--- config.mk ---
export PLATFORM = sky130hd
export DESIGN_NAME = serial_subtractor
export DESIGN_NICKNAME = d
export VERILOG_FILES = /design/src/rtl/serial_subtractor.sv
export SDC_FILE = /design/constraint.sdc
export NUM_CORES = 1
export LEC_CHECK = 0
export BUFFER_PORTS_ARGS = -buffer_cell sky130_fd_sc_hd__buf_2
export CORE_MARGIN = 1.5
export CORE_UTILIZATION = 40
export CTS_CLUSTER_DIAMETER = 50
export DETAILED_ROUTE_END_ITERATION = 7
export MAX_ROUTING_LAYER = met4
export SLEW_MARGIN = 20
export SYNTH_ARGS = -nofsm -noshare
export SYNTH_HDL_FRONTEND = slang
export SYNTH_SLANG_ARGS = --single-unit
--- constraint.sdc ---
create_clock -name clk -period 3.09 [get_ports clk]
set_clock_uncertainty 0.05 [all_clocks]
set_input_delay 0.309 -clock clk [delete_from_list [all_inputs] [get_ports clk]]
set_output_delay 0.309 -clock clk [all_outputs]
set_load 0.05 [all_outputs]
--- src/rtl/serial_subtractor.sv ---
// serial_subtractor: bit-serial A - B, one full-subtractor bit per clock, start/done handshake.
module serial_subtractor #(
  parameter int WIDTH = 4
) (
  input  logic             clk,
  input  logic             reset,
  input  logic             start,
  input  logic [WIDTH-1:0] A,
  input  logic [WIDTH-1:0] B,
  output logic [WIDTH-1:0] Y,
  output logic             borrowout,
  output logic             busy,
  output logic             done
);
  localparam int CW = $clog2(WIDTH);
  localparam logic [CW-1:0] LAST = CW'(WIDTH - 1);

  typedef enum logic [1:0] {IDLE, RUN, DONE} state_t;

  state_t           state, state_next;
  logic [WIDTH-1:0] a_sh, b_sh, r_sh, r_next;
  logic [CW-1:0]    cnt;
  logic             br, d, br_next, last;

  always_comb begin
    d          = a_sh[0] ^ b_sh[0] ^ br;
    br_next    = (~a_sh[0] & b_sh[0]) | (~(a_sh[0] ^ b_sh[0]) & br);
    r_next     = {d, r_sh[WIDTH-1:1]};
    last       = cnt == LAST;
    state_next = state == IDLE ? (start ? RUN : IDLE) :
                 state == RUN  ? (last ? DONE : RUN) : IDLE;
  end

  always_ff @(posedge clk or posedge reset)
    if (reset) state <= IDLE;
    else       state <= state_next;

  // Y/borrowout only move on the final RUN edge so they hold the last result otherwise
  always_ff @(posedge clk or posedge reset) begin
    if (reset) begin
      a_sh      <= '0;
      b_sh      <= '0;
      r_sh      <= '0;
      cnt       <= '0;
      br        <= 1'b0;
      Y         <= '0;
      borrowout <= 1'b0;
    end else if (state == IDLE && start) begin
      a_sh <= A;
      b_sh <= B;
      br   <= 1'b0;
      cnt  <= '0;
    end else if (state == RUN) begin
      a_sh <= a_sh >> 1;
      b_sh <= b_sh >> 1;
      r_sh <= r_next;
      br   <= br_next;
      cnt  <= cnt + 1'b1;
      if (last) begin
        Y         <= r_next;
        borrowout <= br_next;
      end
    end
  end

  assign busy = state != IDLE;
  assign done = state == DONE;
endmodule

=== Yosys cells after proc, flatten, opt, wreduce, memory -nomap -nowiden ===
Cells that the tools add are included.
W data, S select, Z words.

* Flip-flop bits (word level): 22
* Output and inout port bits: 7
* Input bits: 11
* Logic and storage cells: 38

* Reductions and logical operators: 6
* Add/subtract/negate cells: 1
* Eq/ne operators: 3
* Bitwise operators: 8
* Mux-type cells: 12

{| class="wikitable"
|+ Operator list
! cell !! count
|-
| $mux W4 || 4
|-
| $mux W2 || 5
|-
| $eq A2 B2 Y1 const B || 2
|-
| $reduce_bool A2 Y1 || 2
|-
| $mux W1 || 3
|-
| $not A1 Y1 || 3
|-
| $reduce_and A3 Y1 || 1
|-
| $add A2 B1 Y2 const B || 1
|-
| $and A1 B1 Y1 || 2
|-
| $eq A2 B1 Y1 const B || 1
|-
| $logic_not A2 Y1 || 1
|-
| $reduce_and A2 Y1 || 1
|-
| $xor A1 B1 Y1 || 2
|-
| $logic_and A1 B1 Y1 || 1
|-
| $or A1 B1 Y1 || 1
|}

=== Longest topological paths before layout ===
* Word-level depth: 6
* Mapped depth: 4
* Gate-level depth less buffers: 4

=== Worst setup path before layout ===
No wires, ideal clock.

* Path kind: reg2out
* Start point: register state[0]
* End point: output port done
* Buffers on the path: 2
* Cell stages (with the launch flop): 4
* Arrival: 1381 ps
* Required time: 2731 ps
* Slack: 1350 ps
* Cells stage by stage: dfrtp_1 buf_4 buf_2 nor2b_1

* Longest elaborated chain between the ends: 1

{| class="wikitable"
|+ RTL lines
! item !! RTL line !! source
|-
| from (decl) || 20 || <nowiki>state_t state, state_next;</nowiki>
|-
| from (signal assigned) || 36 || <nowiki>else state <= state_next;</nowiki>
|-
| $eq A2 B2 Y1 || 67 || <nowiki>assign done = state == DONE;</nowiki>
|-
| to (decl) || 13 || <nowiki>output logic done</nowiki>
|}

Every way passes these cells.

=== Worst setup path after layout ===
* Start point: register state[0]
* End point: output port busy

* Longest elaborated chain between the ends: 1

{| class="wikitable"
|+ RTL lines
! item !! RTL line !! source
|-
| $reduce_bool A2 Y1 || 66 || <nowiki>assign busy = state != IDLE;</nowiki>
|-
| to (decl) || 12 || <nowiki>output logic busy,</nowiki>
|}

Every way passes these cells.

==> impl_metrics.ini <==
[hold_path]
hold_class = input port to async pin

[drt]
highest_layer = met4
avgRoutedWirePerCell_um = 12.9
vias = 609
drc = 0
wl_met1_um = 776
via_per_inst = 5.08
firstDrtPassIters = 4
route.met2.wl_um = 698
wl_met3_um = 57
ant_nets = 0
wirelength_um = 1550
drt_first_iter_violations = 13

[final_layout]
fin_nets = 106
final_layout_size_suffix_gt1_share_pct = 37.0
layout.area.seq_um2 = 526
antenna_cells = 0
post-route-cell-area_um2 = 1090
areaGrowthSynthToFinish_pct = 10.5
nFillCells = 208
final_common_cell = dfrtp_1
final_cell_mix = 21 x dfrtp_1, 17 x buf_2, 11 x inv_1, 9 x mux2_2, 6 x nor4b_1
multi_input_area_um2 = 380
final_cells = 120

[clock_tree]
clock_latency_ns = 0.30
clkTransAtPathRegs_ns = 0.11
ctsHtreeMaxLevel = 1
cts_resized = 0
cts_buffer_depth = 2
cts_made_buffers = 3
postCtsHoldBufs = 0
cts_root_buffer = clkbuf_4
clock-sinks = 21
cts_tree = yes
post_cts_buffers = 0

[placement]
portBuffers = 17
place_inst = 116
placed_area_um2 = 1070
gp_congestion = 0.733
hpwl_um = 1080

[global_routing]
overflow = 0
grt_use_total_pct = 14.7
grt_pass1_vias = 622
grt_pass1_wl_um = 2840
grt_start_max_net_pins = 22
antenna_found_initial = 0

[logic_synthesis]
synth_warnings = 0
ys_seq_area_share_pct = 53.1
synth_nets = 89
ys_seq_elements = 21
synth_area_um2 = 990
yosysUniqueCellTypes = 21
syn_avg_cell_area_um2 = 13.0
synthCells = 76

[timing]
clock.fmax_mhz = 518
fin_tns_setup_ns = 0
maxSlewViolCount = 0
rsz0062_at_grt = false
worstMarginPinSlew_ns = 0.780
setup_viol = 0
min_period_ns = 1.93
timing.slew.headroom_pct = 48.0
hold_viol = 0
finalCritPeriodShare_pct = 62.4

[worst_setup_path]
cp-end-kind = output port
cp_max_fo = 18
startpoint = state[0]
r2r_cells = 2
cp-endpoint = busy
cp_cell_sequence = nor2_1 -> inv_1 -> buf_2
regToRegStartpoint = state[0]
critical_path.max_stage_delay_ns = 0.79
worstSetupStartpointType = flop
path_class = flop to output port
r2r_slack_ns = 1.50
critPathSlowestCell = dfrtp_1
required_ns = 2.73
cp.arrival_ns = 1.57
rr_endpoint = r_sh[3]

[run]
maxCapViolCount = 0

[floorplanning]
initial_core_util_pct = 43.5
die_w_um = 52.7
ios = 18
rows = 17
coreArea_um2 = 2280
die_h_um = 52.7
fp.dieArea_um2 = 2780

[pwr]
power_density_nw_per_um2 = 1150
peakVddDrop_v = 0.000546
leakagePower_nw = 0.518

[outcome]
status = completed
stage by stage:
stage | util (%) | hold WS, ns | total power [mW] | setup WS [ns]
2_1_floorplan | - | 0.236 | 1.05 | 1.35
3_3_place_gp | 46.9 | 0.432 | 1.13 | 1.52
3_5_place_dp | 46.9 | 0.439 | 1.14 | 1.50
4_1_cts | 48.0 | 0.0999 | 1.28 | 1.14
5_1_grt | 48.0 | 0.124 | 1.37 | 1.02
6_report | 48.0 | 0.0830 | 1.26 | 1.16
flip-flops by register name (all words and copies together), names as in the netlist:
name / flops
br: 1
b_sh: 4
Y: 4
a_sh: 4
borrowout: 1
state: 2
cnt: 2
r_sh: 3
layer usage:
metal  global-route usage, %  up-vias
met4                    6.41        0
met2                    20.8        9
met1                    19.8      296
li1                        -      302
met5                       -        -
met3                    3.71        2
Yosys cell counts:
cell / instances / area (um2)
dfrtp_1: 21 / 526
inv_1: 11 / 41.3
mux2_2: 9 / 101
nor4b_1: 6 / 52.6
nor2_1: 5 / 18.8
a211oi_1: 2 / 15.0
a221oi_1: 2 / 17.5
a221oi_2: 2 / 30.0
a22o_1: 2 / 17.5
a32o_1: 2 / 20.0
buf_4: 2 / 15.0
buf_6: 2 / 22.5
nor3b_1: 2 / 15.0
a21oi_1: 1 / 5.00
and2b_4: 1 / 10.0
buf_2: 1 / 5.00
fa_1: 1 / 20.0
ha_1: 1 / 12.5
nand3b_4: 1 / 20.0
nor2b_1: 1 / 6.26
o21bai_4: 1 / 18.8
cells by family (layout without fill, tap and decap cells):
kind of cell               after synthesis  after routing  share of synthesized area [%]
AOI/OAI and AO/OA                       12             12                           12.5
and+or+nand+nor                         16             16                           12.4
DFF                                     21             21                           53.1
adders and majority gates                2              2                           3.29
muxes                                    9              9                           10.2
buffers and inverters                   16             32                           8.47
area by class of cell:
type                            instances  area share [%]
Sequential cell                        21            48.1
Multi-Input combinational cell         39            34.8
Timing Repair Buffer                   17            7.78
Inverter                               11            3.78
Tap cell                               28            3.20
Clock buffer                            4            2.40
worst min path at each step:
stage / to
final: state[1]
after global routing: Y[0]
after detailed placement: r_sh[1]
after CTS: a_sh[3]
after global placement: b_sh[3]
after floorplan: Y[0]
power breakdown:
part	switching [mW]	internal [mW]	total [mW]
clock	0.0780	0.0502	0.128
combinational	0.335	0.267	0.602
sequential	0.117	0.408	0.525
worst max-delay path, delay by kind of cell (launching register included):
family / cells / cell delay (ns)
buf+inv: 2 / 0.33
flops: 1 / 0.79
simple gates: 1 / 0.15
No activity file was read; power rests on OpenSTA's default activity.
